--- config.mk ---
export PLATFORM = sky130hd
export DESIGN_NAME = cl_uart_txn_arbiter
export DESIGN_NICKNAME = d
export VERILOG_FILES = /design/src/rtl/cl_uart_txn_arbiter.sv
export SDC_FILE = /design/constraint.sdc
export NUM_CORES = 1
export LEC_CHECK = 0
export BUFFER_PORTS_ARGS = -buffer_cell sky130_fd_sc_hd__buf_4
export CAP_MARGIN = 20
export CORE_MARGIN = 2
export CORE_UTILIZATION = 40
export CTS_CLUSTER_DIAMETER = 80
export DETAILED_ROUTE_END_ITERATION = 8
export PLACE_DENSITY_LB_ADDON = 0.15
export RECOVER_POWER = 100
export SYNTH_ARGS = -nofsm -noshare
export SYNTH_HDL_FRONTEND = slang
export SYNTH_SLANG_ARGS = --single-unit
--- constraint.sdc ---
create_clock -name s_axi_aclk -period 2.5 [get_ports s_axi_aclk]
set_input_delay 0.5 -clock s_axi_aclk [delete_from_list [all_inputs] [get_ports s_axi_aclk]]
set_output_delay 0.5 -clock s_axi_aclk [all_outputs]
set_load 0.005 [all_outputs]
--- src/rtl/cl_uart_txn_arbiter.sv ---
// rtl/cl_uart_txn_arbiter.sv - two-port frame arbiter for the CameraLink serial UART
//
// Purpose:
//   Shares one CameraLink UART between the CPU command path (port 0) and the
//   camera-configuration engine (port 1). A port owns the UART for a whole
//   command frame. Bytes are paced against tx_busy, and reply bytes are routed
//   back to the owner under an inter-byte reply timeout.
//
// Ports:
//   s_axi_aclk, s_axi_areset        clock, synchronous active-high reset
//   reqN_valid/data/last/resp_len   byte stream from requester N (N = 0, 1)
//   reqN_ready                      byte accepted when valid && ready
//   rspN_valid                      reply byte for port N on rsp_data
//   rspN_done                       frame of port N finished, rsp_status valid
//   rsp_data, rsp_status            shared reply byte / completion status
//                                   (00 ok, 01 reply timeout, 10 ack timeout)
//   grant                           one-hot owner of the frame in progress
//   rx_unsolicited                  rx byte dropped outside the reply window
//   tx_start, tx_data, tx_busy      UART transmit side
//   rx_ready, rx_data               UART receive side
module cl_uart_txn_arbiter #(
  parameter int RESP_TIMEOUT   = 1000000,
  parameter int TX_ACK_TIMEOUT = 16
) (
  input  logic       s_axi_aclk,
  input  logic       s_axi_areset,
  input  logic       req0_valid,
  input  logic [7:0] req0_data,
  input  logic       req0_last,
  input  logic [7:0] req0_resp_len,
  output logic       req0_ready,
  input  logic       req1_valid,
  input  logic [7:0] req1_data,
  input  logic       req1_last,
  input  logic [7:0] req1_resp_len,
  output logic       req1_ready,
  output logic       rsp0_valid,
  output logic       rsp0_done,
  output logic       rsp1_valid,
  output logic       rsp1_done,
  output logic [7:0] rsp_data,
  output logic [1:0] rsp_status,
  output logic [1:0] grant,
  output logic       rx_unsolicited,
  output logic       tx_start,
  output logic [7:0] tx_data,
  input  logic       tx_busy,
  input  logic       rx_ready,
  input  logic [7:0] rx_data
);

  localparam int TMAX = (RESP_TIMEOUT > TX_ACK_TIMEOUT) ? RESP_TIMEOUT : TX_ACK_TIMEOUT;
  localparam int TW   = $clog2(TMAX + 1);
  localparam logic [TW-1:0] RESP_LOAD = TW'(RESP_TIMEOUT);
  localparam logic [TW-1:0] ACK_LOAD  = TW'(TX_ACK_TIMEOUT);
  localparam logic [TW-1:0] T_ONE     = TW'(1);

  localparam logic [1:0] ST_OK      = 2'b00;
  localparam logic [1:0] ST_RSP_TO  = 2'b01;
  localparam logic [1:0] ST_ACK_TO  = 2'b10;

  typedef enum logic [2:0] {IDLE, SEND, WAIT_ACK, WAIT_DONE, RESP_WAIT} state_t;

  state_t          state, state_next;
  logic [1:0]      grant_q, grant_next;
  logic            last_served;      // port index that finished most recently
  logic            first_q;          // next accepted byte opens the frame
  logic            last_q;
  logic [7:0]      resp_len_q;
  logic [7:0]      remaining;
  logic [TW-1:0]   timer;            // shared: ack wait, then reply gap
  logic            tx_start_q;
  logic [7:0]      tx_data_q;
  logic [7:0]      rsp_data_q;
  logic [1:0]      rsp_status_q;
  logic [1:0]      rsp_valid_q;
  logic [1:0]      rsp_done_q;
  logic            rx_unsol_q;

  logic            send_ok, accept;
  logic [7:0]      own_data, own_resp_len;
  logic            own_last;
  logic            done_fire, to_resp, rx_take;
  logic [1:0]      done_code;

  assign send_ok    = (state == SEND) && !tx_busy;
  assign req0_ready = send_ok && grant_q[0];
  assign req1_ready = send_ok && grant_q[1];
  assign accept     = (req0_ready && req0_valid) || (req1_ready && req1_valid);

  assign own_data     = grant_q[1] ? req1_data     : req0_data;
  assign own_last     = grant_q[1] ? req1_last     : req0_last;
  assign own_resp_len = grant_q[1] ? req1_resp_len : req0_resp_len;

  assign grant          = grant_q;
  assign tx_start       = tx_start_q;
  assign tx_data        = tx_data_q;
  assign rsp_data       = rsp_data_q;
  assign rsp_status     = rsp_status_q;
  assign rsp0_valid     = rsp_valid_q[0];
  assign rsp1_valid     = rsp_valid_q[1];
  assign rsp0_done      = rsp_done_q[0];
  assign rsp1_done      = rsp_done_q[1];
  assign rx_unsolicited = rx_unsol_q;

  always_ff @(posedge s_axi_aclk) begin
    if (s_axi_areset) begin
      state <= IDLE;
    end else begin
      state <= state_next;
    end
  end

  always_comb begin
    state_next = state;
    grant_next = grant_q;
    done_fire  = 1'b0;
    done_code  = ST_OK;
    to_resp    = 1'b0;
    rx_take    = 1'b0;
    case (state)
      IDLE: begin
        // grant holds through the done cycle and clears (or re-arbitrates) here
        grant_next = 2'b00;
        if (req0_valid && req1_valid) begin
          grant_next = last_served ? 2'b01 : 2'b10;
        end else if (req0_valid) begin
          grant_next = 2'b01;
        end else if (req1_valid) begin
          grant_next = 2'b10;
        end
        if (req0_valid || req1_valid) begin
          state_next = SEND;
        end
      end
      SEND: begin
        if (accept) begin
          state_next = WAIT_ACK;
        end
      end
      WAIT_ACK: begin
        // tx_busy seen alongside tx_start may be left over from the previous byte
        if (!tx_start_q) begin
          if (tx_busy) begin
            state_next = WAIT_DONE;
          end else if (timer <= T_ONE) begin
            done_fire  = 1'b1;
            done_code  = ST_ACK_TO;
            state_next = IDLE;
          end
        end
      end
      WAIT_DONE: begin
        if (!tx_busy) begin
          if (!last_q) begin
            state_next = SEND;
          end else if (resp_len_q == 8'd0) begin
            done_fire  = 1'b1;
            state_next = IDLE;
          end else begin
            to_resp    = 1'b1;
            state_next = RESP_WAIT;
          end
        end
      end
      RESP_WAIT: begin
        // a byte arriving on the expiry cycle wins over the timeout
        if (rx_ready) begin
          rx_take = 1'b1;
          if (remaining <= 8'd1) begin
            done_fire  = 1'b1;
            state_next = IDLE;
          end
        end else if (timer <= T_ONE) begin
          done_fire  = 1'b1;
          done_code  = ST_RSP_TO;
          state_next = IDLE;
        end
      end
      default: state_next = IDLE;
    endcase
  end

  always_ff @(posedge s_axi_aclk) begin
    if (s_axi_areset) begin
      grant_q      <= 2'b00;
      last_served  <= 1'b1;
      first_q      <= 1'b0;
      last_q       <= 1'b0;
      resp_len_q   <= 8'd0;
      remaining    <= 8'd0;
      timer        <= '0;
      tx_start_q   <= 1'b0;
      tx_data_q    <= 8'd0;
      rsp_data_q   <= 8'd0;
      rsp_status_q <= ST_OK;
      rsp_valid_q  <= 2'b00;
      rsp_done_q   <= 2'b00;
      rx_unsol_q   <= 1'b0;
    end else begin
      grant_q     <= grant_next;
      tx_start_q  <= accept;
      rsp_valid_q <= 2'b00;
      rsp_done_q  <= 2'b00;
      rx_unsol_q  <= rx_ready && (state != RESP_WAIT);

      if (state == IDLE && state_next == SEND) begin
        first_q <= 1'b1;
      end

      if (accept) begin
        tx_data_q <= own_data;
        last_q    <= own_last;
        timer     <= ACK_LOAD;
        if (first_q) begin
          resp_len_q <= own_resp_len;
          first_q    <= 1'b0;
        end
      end

      if (state == WAIT_ACK && !tx_start_q && timer != '0) begin
        timer <= timer - T_ONE;
      end

      if (to_resp) begin
        remaining <= resp_len_q;
        timer     <= RESP_LOAD;
      end

      if (state == RESP_WAIT) begin
        if (rx_take) begin
          rsp_data_q  <= rx_data;
          rsp_valid_q <= grant_q;
          remaining   <= remaining - 8'd1;
          timer       <= RESP_LOAD;
        end else if (timer != '0) begin
          timer <= timer - T_ONE;
        end
      end

      if (done_fire) begin
        rsp_done_q   <= grant_q;
        rsp_status_q <= done_code;
        last_served  <= grant_q[1];
      end
    end
  end

endmodule
---- After elaboration in Yosys (flattened, before gate mapping) ----
Index checks and enable logic that the tools add are counted.
storage, ports and cells
  register bits after elaboration ......... 68
  input port bits ......................... 48
  output and inout bits ................... 28
cells by class
  bitwise operators ....................... 3
  mux-type cells .......................... 51
  reductions and logical operators ........ 21
  equal/unequal tests ..................... 6
  $add $sub $neg .......................... 2
  order comparisons ....................... 2
operators by type and width
  operator                 number
  $mux W20                 6
  $mux W8                  5
  $mux W3                  10
  $le A20 B1 Y1 const B    1
  $mux W1                  20
  $reduce_bool A20 Y1      1
  $sub A20 B1 Y20 const B  1
  $pmux W3 S5              1
  $mux W2                  7
  $logic_and A1 B1 Y1      10
  $le A8 B1 Y1 const B     1
  $logic_not A8 Y1         1
  $sub A8 B1 Y8 const B    1
  $eq A3 B1 Y1 const B     2
  $eq A3 B2 Y1 const B     2
  $pmux W2 S2              1
  $reduce_and A2 Y1        2
  $eq A3 B3 Y1 const B     1
  $logic_not A3 Y1         1
  $ne A3 B3 Y1 const B     1
  $not A1 Y1               3
  $pmux W1 S3              1
  $reduce_or A3 Y1         1
  $logic_not A1 Y1         2
  other kinds (2)          3

---- Depth between registers and ports, before layout ----
Gate-level depths: netlist of the first run.
  depth after elaboration ................. 12
  depth in mapped cells ................... 8
  depth with buffers taken out ............ 7

---- Worst setup path before layout of the first run ----
OpenSTA, ideal clock, no wires.
  kind .................................... reg-to-reg
  start point ............................. reg timer[2]
  end point ............................... reg rsp_status_q[0], in the netlist rsp_status[0]
  stages on the path, launching flop included .. 7
  required time ........................... 2.384 ns
  arrival ................................. 1.986 ns
  setup slack ............................. 0.399 ns
  cell sequence ........................... dfxtp_1 -> buf_6 -> nor4_4 -> nand4_2 -> or4_4 -> o31a_1 -> a31o_1
on the way
  cells in the longest elaborated chain, start to end .. 5
RTL lines
  element                 RTL line  text
  from (decl)             71        logic [TW-1:0] timer;
  from (signal assigned)  222       timer <= timer - T_ONE;
  from (signal assigned)  237       timer <= timer - T_ONE;
  $le A20 B1 Y1 (*)       146, 174
  $mux W1                 146, 174
  $mux W1                 144       if (tx_busy) begin
  $mux W1                 143       if (!tx_start_q) begin
  $pmux W1 S3             121       case (state)
  to (signal assigned)    243       rsp_status_q <= done_code;
  to (decl)               75        logic [1:0] rsp_status_q;
Mark *: on every way between the ends. The rest lies on a longest branch, timed or not.
A chain may end at the register's enable or synchronous reset.

---- Worst setup path after layout of the first run ----
  start point ............................. reg state[1]
  end point ............................... reg timer[19]
on the way
  cells in the longest elaborated chain, start to end .. 11
RTL lines
  element                                 RTL line  text
  from (decl)                             64        state_t state, state_next;
  from (signal assigned)                  110       state <= state_next;
  $eq A3 B1 Y1                            86        assign send_ok = (state == SEND) && !tx_busy;
  $logic_and A1 B1 Y1                     86
  $logic_and A1 B1 Y1 (on tied branches)  87, 88
  $logic_and A1 B1 Y1                     89        assign accept = (req0_ready && req0_valid) || (req1_ready && req1_valid);
  $logic_or A1 B1 Y1                      89
  $mux W20                                211       if (accept) begin
  $mux W20                                221       if (state == WAIT_ACK && !tx_start_q && timer != '0) begin
  $mux W20                                225       if (to_resp) begin
  $mux W20                                236       end else if (timer != '0) begin
  $mux W20                                231       if (rx_take) begin
  $mux W20 (*)                            230       if (state == RESP_WAIT) begin
Marked as above.

==> impl_results.md, run 1 <==
- Part of the power in the clock network: 44.6%
- Cell Pwr Density: 544.3 mW/mm2
- Post-synth top area share: 40.22%
- Post-layout minimum cycle time: 2.332 ns
- DRT iter0 DRCs: 115
- Routability congestion estimate: 0.8843
- Post-Syn Instances: 399
- Slowest-stage cell, CP: sky130_fd_sc_hd__dfxtp_1
- CTS Root Cell: sky130_fd_sc_hd__clkbuf_8
- # IOs: 76
- DR vias: 3253
- Clock tree from TritonCTS: done
- Non-Filler Cell Area, Final: 0.004259 mm2
- Largest clock skew in the final design: 0.008380 ns
- Syn Std Cell Area: 0.003384 mm2
- Power share of the sequential group: 47.7%
- Antenna cells: 0
- Total length of routed wires: 8.705 mm
- LEAKAGE: 1.638 nW
- Final Hold Vio Count: 0
- Largest net degree at the start of global routing: 52
- Number of max-slew violations in the final report: 0
- CP Cell Sequence: or3b_1 -> a21oi_2 -> o21a_1 -> mux2_2 -> a311oi_1
- Worst path buffer plus inverter count: 0
- Combinational Power Share: 7.6%
- Number of nets at the end of the flow: 526
- Area after DPL: 0.004075 mm2
- Post-route clock period utilization: 93.30%
- Share of synthesized registers carrying an async set or reset: 0%
- Clock net sink count: 68
- Depth of the CTS H-tree: 3
- First-pass GRT wire length: 14.63 mm
- Library cell with the highest instance count after synthesis: sky130_fd_sc_hd__dfxtp_1
- Worst-path fanout max: 11
- Synth warn: 0
- Routed length per instance: 14.93 um
- Layout cell share with drive strength beyond 1: 24.06%
- DRC viols: 0
- Final setup violation count: 0
- Largest area contributor in the synthesized netlist: sky130_fd_sc_hd__dfxtp_1
- Total track usage: 20.32%
- Fin Setup TNS: 0 ns
- Number of synthesized flops with an enable pin: 0
- Transition at the pin with the smallest max-transition slack: 0.7462 ns
- Largest stage delay on the critical path: 0.49 ns
- Maximum ir drop on the vdd rail: 0.2303 mV
- Type of element capturing the critical path: flip-flop
- Clock transition at the register clock pins on the worst setup and hold paths after CTS: 0.08 ns
- Post-synth net total: 452
- Sequential-to-total area share from yosys stat: 40.22%
- Total number of placement rows: 33
- Post_cts resized: 0
- Post-detail-place hpwl: 6.283 mm
- IO buf count: 75
- Die W: 95.99 um
- Clk Latency, worst-skew pair: 0.35 ns
- Sw Share: 23.18%
- Crit path kind: flip-flop to flip-flop
- Inserted Clock Buffers: 9
- Die footprint: 0.009213 mm2
- Drt first pass iters: 4
- Post-synthesis average cell area: 8.482 um2
- Number of different library cells in the post-synthesis netlist: 61
- Top cells by instance count after synthesis: 68 x sky130_fd_sc_hd__dfxtp_1, 51 x sky130_fd_sc_hd__nor2_1, 36 x sky130_fd_sc_hd__nand2_1
- Vias per cell: 5.580
- Area growth syn-to-layout: 25.84%
- Number of register bits inferred by synthesis: 68
- Max Root-Sink Buffers: 2
- Kind of path behind the tightest hold check: primary input to flip-flop
- Cell Int Power: 0.001781 W
- RSZ-0062 raised after global routing: false
- Vias in the first global route: 3062
- Net switching power figure: 0.0005373 W
- Area of the core: 0.008217 mm2
- Biggest area contributors in the synthesized netlist: sky130_fd_sc_hd__dfxtp_1 40%, sky130_fd_sc_hd__mux2i_1 6.2%, sky130_fd_sc_hd__nor2_1 5.7%
- Worst Path Arrival: 2.59 ns
- Post-route ant nets: 0
- Peak clock frequency supported by timing: 0.4287 GHz
- Startpoint type of the worst setup path: flip-flop
- Antenna violations before repair: 0
- Family of cells with the greatest summed delay on the critical path: compound AO/OA/AOI/OAI gates
- Total global routing overflow: 0
- Postcts setup bufs: 0
- Vertical extent of the die: 95.99 um
- Count of hold buffers inserted by post-cts repair: 0
- Run status: finished, final reports clean
- Effective utilization at floorplan: 41.19%
- Max Cap Violations: 0
- Required time reported for the critical path endpoint: 2.76 ns
- Main synth FF type: sky130_fd_sc_hd__dfxtp_1
- Max-Slew Margin vs Limit: 49.92%
## final cells by class
class	count	area [um2]
fill	799	3958
multi-input combinational	295	1867
tap	105	131.4
inverter	9	33.78
timing repair buffer	90	639.4
clock buffer	11	141.4
sequential	68	1361
clock inverter	5	85.08
## path summary, 6_finish.rpt
path	from	end	slack (ns)	depth (start not counted)
worst max-delay path	state[1]	timer[19]	0.17	5
worst max register to register	state[1]	timer[19]	0.17	5
worst min-delay path	rx_data[0]	rsp_data[0]	0.39	3
worst min register to register	rsp_data[4]	rsp_data[4]	0.45	2
## cells in the final DEF, fill, tap and decap left out, types with 3 or more instances in the layout
master / netlist / final
sky130_fd_sc_hd__nor4_1: 7 / 7
sky130_fd_sc_hd__nand3_1: 7 / 7
sky130_fd_sc_hd__nor2_1: 51 / 51
sky130_fd_sc_hd__dfxtp_1: 68 / 68
sky130_fd_sc_hd__clkbuf_1: 19 / 8
sky130_fd_sc_hd__a311oi_1: 5 / 5
sky130_fd_sc_hd__clkbuf_2: 0 / 4
sky130_fd_sc_hd__ha_1: 5 / 5
sky130_fd_sc_hd__and3_1: 3 / 3
sky130_fd_sc_hd__a31o_2: 3 / 3
sky130_fd_sc_hd__or3_1: 7 / 7
sky130_fd_sc_hd__nor3_1: 11 / 11
sky130_fd_sc_hd__clkbuf_8: 0 / 10
sky130_fd_sc_hd__clkbuf_4: 0 / 21
sky130_fd_sc_hd__mux2i_1: 21 / 21
sky130_fd_sc_hd__nand4_1: 3 / 4
sky130_fd_sc_hd__nand2_1: 36 / 36
sky130_fd_sc_hd__buf_4: 0 / 58
sky130_fd_sc_hd__and2_0: 1 / 3
sky130_fd_sc_hd__inv_1: 9 / 9
sky130_fd_sc_hd__mux2_2: 3 / 3
sky130_fd_sc_hd__or4_1: 7 / 7
sky130_fd_sc_hd__o211ai_1: 4 / 4
sky130_fd_sc_hd__a221oi_1: 4 / 4
sky130_fd_sc_hd__a211oi_1: 22 / 22
sky130_fd_sc_hd__o21ai_0: 5 / 5
sky130_fd_sc_hd__a31oi_1: 5 / 5
sky130_fd_sc_hd__or2_2: 4 / 4
sky130_fd_sc_hd__a21oi_1: 31 / 31
## sequential cells by signal (all words and copies together) (netlist names)
signal,flops
tx_data,8
rx_unsolicited,1
tx_start,1
timer,20
state,3
resp_len_q,8
last_q,1
rsp_valid_q,2
first_q,1
grant,2
last_served,1
rsp_data,8
remaining,8
rsp_done_q,2
rsp_status,2
## cells by family (layout without fill, tap and decap cells)
group,count (synthesis),after routing,share of synthesized area (%)
AOI/OAI and AO/OA,105,105,21.44
xor gates and xnor gates,2,2,0.5177
adders and majority gates,5,5,1.848
buffers and inverters,36,115,4.436
DFF,68,68,40.22
muxes,24,24,7.209
and+or+nand+nor,159,159,24.33
## worst min-delay path, stage by stage
cell and delay, ns:
sky130_fd_sc_hd__buf_4 0.11, sky130_fd_sc_hd__nand2_1 0.05, sky130_fd_sc_hd__a21oi_1 0.05
## power groups by stage
stage	clock, W	combinational (W)	sequential, W
6_report	0.00104	0.000177	0.00111
5_1_grt	0.00111	0.000196	0.00111
4_1_cts	0.00105	0.000183	0.00111
3_5_place_dp	0	0.000182	0.00113
3_3_place_gp	0	0.000180	0.00113
2_1_floorplan	0	0.0000889	0.00113
## per-stage QoR
| step | util [%] | cells | setup WS [ns] | hold WS, ns | total power [W] |
|---|---|---|---|---|---|
| finish | 51.83 | 583 | 0.1675 | 0.3918 | 0.002318 |
| CTS | 52.35 | 583 | 0.2124 | 0.3789 | 0.002343 |
| detailed placement | 49.60 | 567 | 0.2173 | 0.4474 | 0.001314 |
| global route | 51.83 | 583 | 0.01749 | 0.3911 | 0.002413 |
| floorplan | - | 399 | 0.3987 | 0.4527 | 0.001217 |
| global placement | 49.60 | 567 | 0.2924 | 0.4433 | 0.001312 |
## metal layers
metal,up-vias,track usage (%),share of wire [%]
li1,1634,-,-
met1,1505,25.67,45
met2,101,33.45,47
met3,13,3.994,5.8
met4,0,9.048,1.8
met5,-,0,0
No activity file was read; power rests on OpenSTA's default activity.
==> run 2: changes to the inputs <==
--- a/config.mk
+++ b/config.mk
@@ -6,9 +6,8 @@
 export NUM_CORES = 1
 export LEC_CHECK = 0
 export BUFFER_PORTS_ARGS = -buffer_cell sky130_fd_sc_hd__buf_4
-export CAP_MARGIN = 20
-export CORE_MARGIN = 2
-export CORE_UTILIZATION = 40
+export CAP_MARGIN = 10
+export CORE_UTILIZATION = 52
 export CTS_CLUSTER_DIAMETER = 80
 export DETAILED_ROUTE_END_ITERATION = 8
 export PLACE_DENSITY_LB_ADDON = 0.15
==> run 2 against run 1 <==
Effect of this change: sequential power is essentially flat; largest cell class unchanged; final cell count is 5.3% lower; critical endpoint is now timer[11]; clock skew grew 0.00075 ns; highest routed layer unchanged.
==> impl_results.md, run 2 (synthesis results as in run 1) <==
- Run status: finished, final reports clean
- Family of cells with the greatest summed delay on the critical path: compound AO/OA/AOI/OAI gates
- Post_cts resized: 0 (unchanged)
- Vias in the first global route: 2763 (-9.8%)
- Drt first pass iters: 4 (unchanged)
- Most frequent cells in the layout: 68 x sky130_fd_sc_hd__dfxtp_1, 58 x sky130_fd_sc_hd__buf_4, 51 x sky130_fd_sc_hd__nor2_1, 36 x sky130_fd_sc_hd__nand2_1, 31 x sky130_fd_sc_hd__a21oi_1
- DRC viols: 0 (unchanged)
- LEAKAGE: 1.620 nW (-1.1%)
- RSZ-0062 raised after global routing: false
- Fin Setup TNS: 0 ns (unchanged)
- Total global routing overflow: 0 (unchanged)
- Required time reported for the critical path endpoint: 2.74 ns (-0.02 ns)
- Cell Pwr Density: 525.9 mW/mm2 (-3.4%)
- First-pass GRT wire length: 12.82 mm (-12%)
- Net switching power figure: 0.0005298 W (-1.4%)
- Total track usage: 25.02% (+4.7 points)
- Clock net sink count: 68 (unchanged)
- Post-route clock period utilization: 92.91% (-0.38 points)
- IO buf count: 75 (unchanged)
- Cell Int Power: 0.001673 W (-6.0%)
- Power share of the sequential group: 50.3% (+2.6 points)
- Area growth syn-to-layout: 23.77%
- Post-route ant nets: 0 (unchanged)
- Non-Filler Cell Area, Final: 0.004189 mm2 (-1.6%)
- Largest stage delay on the critical path: 0.49 ns (about the same)
- Post-route setup slack: 0.1772 ns (+0.009623 ns)
- Final setup violation count: 0 (unchanged)
- Total length of routed wires: 8.177 mm (-6.1%)
- DRT iter0 DRCs: 133 (+16%)
- Reg with most FFs: timer
- Largest clock skew in the final design: 0.009130 ns (+0.0007504 ns)
- Peak clock frequency supported by timing: 0.4305 GHz (+0.41%)
- Number of flip-flops under the largest register name: 20 (unchanged)
- Transition at the pin with the smallest max-transition slack: 0.8156 ns (+0.06943 ns)
- Most common cell after layout, fill and taps aside: sky130_fd_sc_hd__dfxtp_1
- Clock transition at the register clock pins on the worst setup and hold paths after CTS: 0.08 ns (about the same)
- CTS Root Cell: sky130_fd_sc_hd__clkbuf_8
- Area after DPL: 0.004018 mm2 (-1.4%)
- Largest net degree at the start of global routing: 52 (unchanged)
- Fin util: 66.35% (+15 points)
- Slowest-stage cell, CP: sky130_fd_sc_hd__dfxtp_1
- Part of the power in the clock network: 41.8% (-2.8 points)
- Vertical extent of the die: 82.68 um (-14%)
- Kind of path behind the tightest hold check: primary input to flip-flop
- Clk Latency, worst-skew pair: 0.36 ns (about the same)
- Max Cap Violations: 0 (unchanged)
- DR vias: 3261 (+0.25%)
- Antenna cells: 0 (unchanged)
- Worst Path Arrival: 2.57 ns (-0.02 ns)
- Clock tree from TritonCTS: done
- Setup slack of the worst register-to-register path: 0.18 ns (about the same)
- Number of max-slew violations in the final report: 0 (unchanged)
- Total number of placement rows: 29 (-12%)
- Maximum ir drop on the vdd rail: 0.4016 mV (+74%)
- Placement Setup Slack: 0.2249 ns (+0.007644 ns)
- Area of the core: 0.006314 mm2 (-23%)
- Number of nets at the end of the flow: 523 (-0.57%)
- Routed length per instance: 14.81 um (-0.79%)
- Die W: 82.68 um (-14%)
- Die footprint: 0.006835 mm2 (-26%)
- Antenna violations before repair: 0 (unchanged)
- Post-detail-place hpwl: 5.746 mm (-8.6%)
- Layout cell share with drive strength beyond 1: 24.21% (+0.15 points)
- Depth of the CTS H-tree: 3 (unchanged)
- Worst path buffer plus inverter count: 0 (unchanged)
- Worst-path fanout max: 10 (-1)
- Routability congestion estimate: 0.8910 (+0.76%)
- Combinational Power Share: 7.9% (+0.3 points)
- Crit path kind: flip-flop to flip-flop
- CP Cell Sequence: or3b_1 -> a21oi_2 -> o21a_1 -> and4_1 -> mux2_2
- Effective utilization at floorplan: 53.61% (+12 points)
- Count of hold buffers inserted by post-cts repair: 0 (unchanged)
- Postcts setup bufs: 0 (unchanged)
- Post-layout minimum cycle time: 2.323 ns (-0.009623 ns)
- Max Root-Sink Buffers: 2 (unchanged)
- Inserted Clock Buffers: 9 (unchanged)
- Startpoint type of the worst setup path: flip-flop
- Sw Share: 24.05% (+0.87 points)
- Type of element capturing the critical path: flip-flop
- Final Hold Vio Count: 0 (unchanged)
- Max-Slew Margin vs Limit: 45.26% (-4.7 points)
- # IOs: 76 (unchanged)
- Vias per cell: 5.908 (+5.9%)
run 2: cell count changes in the layout (fill, tap and decap cells not counted), sizes merged:
cell / previous run / this run
bufinv: 2 / 1
clkbuf: 43 / 39
clkinv: 2 / 3
clkinvlp: 1 / 2
run 2: power by group through the flow:
stage	clock, W	combinational, W	sequential, W
6_report	0.000922	0.000174	0.00111
5_1_grt	0.000995	0.000193	0.00111
4_1_cts	0.000938	0.000178	0.00111
3_5_place_dp	0	0.000178	0.00113
3_3_place_gp	0	0.000175	0.00113
2_1_floorplan	0	0.0000889	0.00113
run 2: stage by stage:
step	hold slack [ns]	cells	power, W
floorplan	0.4527	399	0.001217
global placement	0.4424	536	0.001307
detailed placement	0.4485	536	0.001310
CTS	0.3784	552	0.002223
global route	0.3848	552	0.002296
finish	0.3858	552	0.002203
run 2: layer usage:
layer  up-vias  share of wire (%)  global-route usage, %
li1       1626                  -                      -
met1      1499                 45                  31.36
met2       117                 47                  40.66
met3        19                6.0                  6.264
met4         0                2.2                  10.52
met5         -                  0                      0
run 2: layout make-up:
class	count	area, um2
well taps	77	96.34
clock inverters	6	63.81
multi-input cells	295	1867
repair buffers	87	629.4
clock buffers	10	137.6
inverters	9	33.78
flip-flops and latches	68	1361
fillers	538	2125
run 2: path summary, 6_finish.rpt:
kind,start,endpoint,cells after the start
hold reg to reg,rsp_data[4],rsp_data[4],2
setup / recovery,state[1],timer[11],5
setup reg to reg,state[1],timer[11],5
hold / removal,rx_data[7],rsp_data[7],3
run 2: worst register-to-register path, delay by kind of cell (launching register included):
| family | cells | cell delay (ns) |
|---|---|---|
| flip-flops | 1 | 0.49 |
| AND/OR/NAND/NOR | 2 | 0.68 |
| AO/OA/AOI/OAI | 2 | 0.70 |
| multiplexers | 1 | 0.33 |
